==> src/rtl/handshake_fork_buffered_pkg.sv <==
// Shared defaults for the buffered handshake fork.
// Holds only the default parameter values used by the top level and
// its sub-blocks. No types are needed: every signal here is a plain vector.
package handshake_fork_buffered_pkg;

  localparam int unsigned DEFAULT_SIZE      = 2;
  localparam int unsigned DEFAULT_DATA_TYPE = 32;

endpackage : handshake_fork_buffered_pkg

==> src/rtl/handshake_fork_buffered_reg.sv <==
// eager_fork_register_block: per-output delivery tracking for an eager fork.
// The sent flag records that this output has already taken the current
// token, so its valid drops while the other outputs catch up.
//
// Ports:
//   clk, rst    rising-edge clock, synchronous active-high reset
//   valid       token valid at the fork input
//   ready       this output's downstream ready
//   block_stop  whole token completes this cycle (all outputs done)
//   out_valid   this output's valid
//   done        this output has taken, or is taking, the token
module eager_fork_register_block (
  input  logic clk,
  input  logic rst,
  input  logic valid,
  input  logic ready,
  input  logic block_stop,
  output logic out_valid,
  output logic done
);

  logic sent;

  assign out_valid = valid & ~sent;
  assign done      = sent | ready;

  // The flag is cleared in the cycle the last outstanding output handshakes,
  // so the next token starts with every output undelivered.
  always_ff @(posedge clk) begin
    if (rst) begin
      sent <= 1'b0;
    end else begin
      sent <= valid & done & ~block_stop;
    end
  end

endmodule : eager_fork_register_block

==> src/rtl/handshake_fork_buffered_tehb.sv <==
// tehb_type: one-entry transparent elastic half buffer.
// When empty, the token passes straight through with no added latency.
// When the consumer stalls a valid token, the token is captured so that
// ins_ready no longer depends combinationally on outs_ready.
//
// Ports:
//   clk, rst    rising-edge clock, synchronous active-high reset
//   ins         input token data
//   ins_valid   input token valid
//   ins_ready   input accepted (high whenever the buffer is empty)
//   outs        buffered or pass-through data
//   outs_valid  output valid
//   outs_ready  downstream ready
module tehb_type
  import handshake_fork_buffered_pkg::*;
#(
  parameter int unsigned DATA_TYPE = DEFAULT_DATA_TYPE
) (
  input  logic                 clk,
  input  logic                 rst,
  input  logic [DATA_TYPE-1:0] ins,
  input  logic                 ins_valid,
  output logic                 ins_ready,
  output logic [DATA_TYPE-1:0] outs,
  output logic                 outs_valid,
  input  logic                 outs_ready
);

  logic                 full;
  logic [DATA_TYPE-1:0] buf_data;

  assign ins_ready  = ~full;
  assign outs_valid = full | ins_valid;
  assign outs       = full ? buf_data : ins;

  // Capture only a token that arrives while empty and is not taken at once.
  // While full, no new input is accepted, so buf_data cannot be overwritten.
  always_ff @(posedge clk) begin
    if (rst) begin
      full     <= 1'b0;
      buf_data <= '0;
    end else if (!full && ins_valid && !outs_ready) begin
      full     <= 1'b1;
      buf_data <= ins;
    end else if (full && outs_ready) begin
      full     <= 1'b0;
    end
  end

endmodule : tehb_type

==> src/rtl/handshake_fork_buffered.sv <==
// handshake_fork_buffered: replicates one input token to SIZE consumers.
// A transparent one-entry buffer on the input cuts the ready path from the
// consumers back to the producer. Each output fires independently; the
// token is retired only once every output has accepted it.
//
// Handshake: a transfer on any channel happens on a rising clk edge where
// both valid and ready are high. Valid, once raised, stays high with stable
// data until that transfer; ready may change freely.
//
// Ports:
//   clk, rst    rising-edge clock, synchronous active-high reset
//   ins         input token data (DATA_TYPE bits)
//   ins_valid   input token valid
//   ins_ready   input accepted
//   outs        SIZE copies of the token; slice i = [i*DATA_TYPE +: DATA_TYPE]
//   outs_valid  per-output valid
//   outs_ready  per-output ready
module handshake_fork_buffered
  import handshake_fork_buffered_pkg::*;
#(
  parameter int unsigned SIZE      = DEFAULT_SIZE,
  parameter int unsigned DATA_TYPE = DEFAULT_DATA_TYPE
) (
  input  logic                      clk,
  input  logic                      rst,
  input  logic [DATA_TYPE-1:0]      ins,
  input  logic                      ins_valid,
  output logic                      ins_ready,
  output logic [SIZE*DATA_TYPE-1:0] outs,
  output logic [SIZE-1:0]           outs_valid,
  input  logic [SIZE-1:0]           outs_ready
);

  logic                 int_valid;
  logic [DATA_TYPE-1:0] int_data;
  logic                 int_ready;
  logic [SIZE-1:0]      done;

  tehb_type #(
    .DATA_TYPE (DATA_TYPE)
  ) u_tehb (
    .clk        (clk),
    .rst        (rst),
    .ins        (ins),
    .ins_valid  (ins_valid),
    .ins_ready  (ins_ready),
    .outs       (int_data),
    .outs_valid (int_valid),
    .outs_ready (int_ready)
  );

  // The token is retired when every output has either taken it earlier or
  // takes it in this cycle.
  assign int_ready = &done;

  assign outs = {SIZE{int_data}};

  for (genvar i = 0; i < SIZE; i++) begin : g_out
    eager_fork_register_block u_reg (
      .clk        (clk),
      .rst        (rst),
      .valid      (int_valid),
      .ready      (outs_ready[i]),
      .block_stop (int_ready),
      .out_valid  (outs_valid[i]),
      .done       (done[i])
    );
  end

endmodule : handshake_fork_buffered
==> config.mk <==
export PLATFORM = sky130hd
export DESIGN_NAME = handshake_fork_buffered
export DESIGN_NICKNAME = d
export VERILOG_FILES = /design/src/rtl/handshake_fork_buffered_pkg.sv /design/src/rtl/handshake_fork_buffered_reg.sv /design/src/rtl/handshake_fork_buffered_tehb.sv /design/src/rtl/handshake_fork_buffered.sv
export SDC_FILE = /design/constraint.sdc
export NUM_CORES = 1
export LEC_CHECK = 0
export BUFFER_PORTS_ARGS = -buffer_cell sky130_fd_sc_hd__buf_2
export CAP_MARGIN = 40
export CORE_MARGIN = 4
export CORE_UTILIZATION = 45
export DETAILED_ROUTE_END_ITERATION = 16
export PLACE_DENSITY = 0.81
export SLEW_MARGIN = 20
export SYNTH_ARGS = -nofsm -noshare
export SYNTH_HDL_FRONTEND = slang
export SYNTH_SLANG_ARGS = --single-unit
==> constraint.sdc <==
create_clock -name clk -period 2 [get_ports clk]
set_input_delay 0.4 -clock clk [delete_from_list [all_inputs] [get_ports clk]]
set_output_delay 0.4 -clock clk [all_outputs]
set_load 0.02 [all_outputs]
Word-level counts from Yosys, hierarchy flattened:

Cells that the tools add are included.

* bits in registers: 35
* output and inout bits: 67
* word-level logic and storage cells: 27

* mux-type cells: 3
* bitwise gates (word level): 13
* reductions and logical operators: 7

Operator list (number)
* 32-bit 2-to-1 mux: 1
* 1-bit bitwise AND: 6
* 1-bit inverter: 4
* 1-bit logical AND: 3
* 1-bit bitwise OR: 3
* 1-bit zero test: 2
* 1-bit 2-to-1 mux: 2
* 2-bit AND reduction: 1
* 2-bit nonzero test: 1

Longest topological paths before layout:

* depth in word-level cells: 5
* depth in mapped cells: 5
* mapped depth without buffers: 3

Modules after synthesis:

Synthesis repeated with hierarchy kept, for this count alone.

* cell total of the unflattened synthesis: 223
* area total of the unflattened synthesis: 2230.9 um2

By module, submodules not included
* tehb_type: times used 1, cells an instance 180, area an instance 1896.8 um2
* handshake_fork_buffered: times used 1, cells an instance 33, area an instance 246.5 um2
* eager_fork_register_block: times used 2, cells an instance 5, area an instance 43.8 um2

Least setup slack after synthesis:

OpenSTA, ideal clock, no wires.

* kind: register to output
* start point: register u_tehb.full
* end point: output port outs[32]
* arrival time: 1.250 ns
* slack: 0.350 ns
* stages on the path, launching flop included: 5
* cells stage by stage: dfxtp_1 > buf_2 > buf_2 > mux2_2 > buf_4

* cells in the longest elaborated chain, start to end: 1

RTL lines
* start, declared: RTL line handshake_fork_buffered_tehb.sv:29 `logic full;`
* start signal, assigned: RTL line handshake_fork_buffered_tehb.sv:40 `full <= 1'b0;`
* start signal, assigned: RTL line handshake_fork_buffered_tehb.sv:43 `full <= 1'b1;`
* start signal, assigned: RTL line handshake_fork_buffered_tehb.sv:46 `full <= 1'b0;`
* 32-bit 2-to-1 mux: RTL line handshake_fork_buffered_tehb.sv:34 `assign outs = full ? buf_data : ins;`
* end, declared: RTL line handshake_fork_buffered.sv:29 `output logic [SIZE*DATA_TYPE-1:0] outs,`

Every way passes these cells.

Worst setup path after layout:

* start point: register u_tehb.full
* end point: output port outs[30]

Same word-level chain as after synthesis.

==> results.md <==
- Yosys warnings: 0
- Crit-path max FO: 22
- Die ar.: 6120 µm²
- GRT Overall Usage: 0.144
- Flops & latches, synth: 35
- Area Growth Syn to Fin: 15.6%
- Net Count, Synth: 261
- Clock Path Buffers: 2
- Met2 Use GR: 0.249
- Slowest library cell on the worst path: mux2_2
- Final Critical Period: ~1900 ps
- Most frequent cells in the layout: buf_2 (103), nand2b_1 (64), dfxtp_1 (35), mux2_2 (32), mux2i_1 (32)
- Count of final setup violators: 0
- I/O Pins: about 100
- Average wire per standard cell: about 12 µm
- Vias: 1641
- Fin nets: 326
- Htree depth: 2
- Top cell type's share of synthesized area: 0.315
- Post-route ant nets: 0
- Share of the yosys chip area belonging to registers: 0.315
- Max Clock Skew: 3.23 ps
- Post-CTS setup buffers: 0
- TritonCTS clock tree: done
- Mapped Area: 2220 µm²
- PD cells: around 700 nW/µm²
- Core Footprint: 4750 µm²
- Max Fclk: around 0.54 GHz
- Status: finished clean
- Largest delay contributor family on the critical path: buffers and inverters
- Inserted Diodes: 0
- CP Buf/Inv Count: 2
- WHS: 304 ps
- Yosys cell types: 16
- CP endpoint kind: output port
- Tcrit/Tclk final: 0.931
- Pleak: 1.18 nW
- WS Path Type: flop to output port
- Largest net degree at the start of global routing: 66
- Largest area contributor in the netlist: dfxtp_1
- 1st-iter DRT viols: 49
- Crit path required time: 1600 ps
- Hold WC Path Type: primary input to flop
- Chip Height: 78.3 µm
- Fin Setup TNS: 0 ps
- Post-Route WL: 4250 µm
- Worst-Margin Slew: 732 ps
- DRC violation count after routing: 0
- Antenna violations before repair: 0
- Slowest stage delay, CP: between 300 and 400 ps
- Drt first pass iters: 4
- MaxCap Viol Count: 0
- Final Hold Fails: 0
- Die Wd: a little under 80 µm
- Initial Util: 0.467
- Cell chain of the critical path: buf_4, mux2_2, buf_2
- WP data arrival: 1460 ps
- Top post-synthesis cells by area: dfxtp_1 (32%), nand2b_1 (18%), mux2_2 (16%)
- Routability cong.: 0.707
- Row cnt: 25
- Vias/cell: 4.60
- First-pass GRT wire length: around 7300 µm
- Post-synthesis area per instance: 9.91 µm²
- Share of layout cells above drive strength 1: 0.517
- Worst-Skew Late Latency: around 280 ps
- CTS root buffer: clkbuf_8
- Port-buffer cells: just over 100
- Grt ovf: 0
- Met3 Usage GRT: 0.0390
- Worst-case vdd ir drop: 0.323 mV
- Unrepaired setup endpoints after global routing: false
- Detail Placement HPWL: 3180 µm
- GRT busiest layer: met2
- Pins Over Slew Limit: 0
- Mapped Cells: 224
- Post-cts resize count: 0
- Layout Utilization: 0.540
- CTS buffer count: 5
- Clock Pin Slew Worst Setup and Hold Paths: 70 ps
- Num Clock Sinks: 35
- Hold-fix buffers, CTS: 0
- Commonest non-fill, non-tap cell in the layout: buf_2
- Worst setup SP type: flop
- Slew headroom: 0.512
- Met1 Use GR: 0.170
- Number of global-route vias before repair: 1648
## sequential cells by signal (all words and copies together), names as in the netlist
name,flops
u_tehb.buf_data,32
u_tehb.full,1
g_out.u_reg.sent,2
## cell type report
class | instances | area (µm²)
flip-flops and latches | 35 | 701
fillers | 491 | 2190
inverters | 1 | 3.75
repair buffers | 107 | 546
multi-input cells | 139 | 1150
well taps | 67 | 83.8
clock inverters | 3 | 15.0
clock buffers | 5 | 68.8
## power by group
group          switching, W  total (W)  internal (W)
registers         0.0000231   0.000766      0.000743
clock network      0.000248   0.000486      0.000238
logic              0.000325   0.000565      0.000240
total              0.000596    0.00182       0.00122
## logic make-up (layout without fill, tap and decap cells)
kind of cell | count (synthesis) | in the layout | synth area share
AND/OR/NAND/NOR | 73 | 73 | 0.202
multiplexers | 64 | 64 | 0.306
buffers and inverters | 50 | 116 | 0.170
flip-flops | 35 | 35 | 0.315
AO/OA/AOI/OAI | 2 | 2 | 0.00676
## Yosys cell counts
cell type  instances
o22a_2             1
nor4_1             1
mux2_2            32
nor2_1             6
nor3b_2            1
buf_12             3
inv_1              1
buf_6              1
o21ai_0            1
nand2b_1          64
buf_2              4
clkbuf_1           7
dfxtp_1           35
mux2i_1           32
buf_4             34
or2_2              1
## routing by layer
metal	vias up	wire (µm)
met2	66	1930
met5	-	0
met4	0	38
met3	4	387
li1	833	-
met1	738	1890
## path summary, 6_finish.rpt
path	from	end	slack (ps)	cells after the start
hold reg to reg	g_out[1].u_reg.sent$_SDFF_PP0_	g_out[0].u_reg.sent$_SDFF_PP0_	470	1
setup reg to reg	g_out[0].u_reg.sent$_SDFF_PP0_	u_tehb.buf_data[0]$_SDFFE_PP0P_	590	4
hold / removal	outs_ready[1]	g_out[0].u_reg.sent$_SDFF_PP0_	300	2
setup / recovery	u_tehb.full$_SDFFE_PP0P_	outs[30]	140	3
## through the flow
step                      setup slack, ps  power, W  instances  cell area [µm²]
after detailed placement              376   0.00135        349             2480
after floorplan                       350   0.00127        224             2220
after global routing                 65.3   0.00192        357             2570
after global placement                435   0.00134        349             2480
final                                 139   0.00182        357             2570
after CTS                             110   0.00185        357             2570
Note: power is estimated with default switching activity, not from simulation.
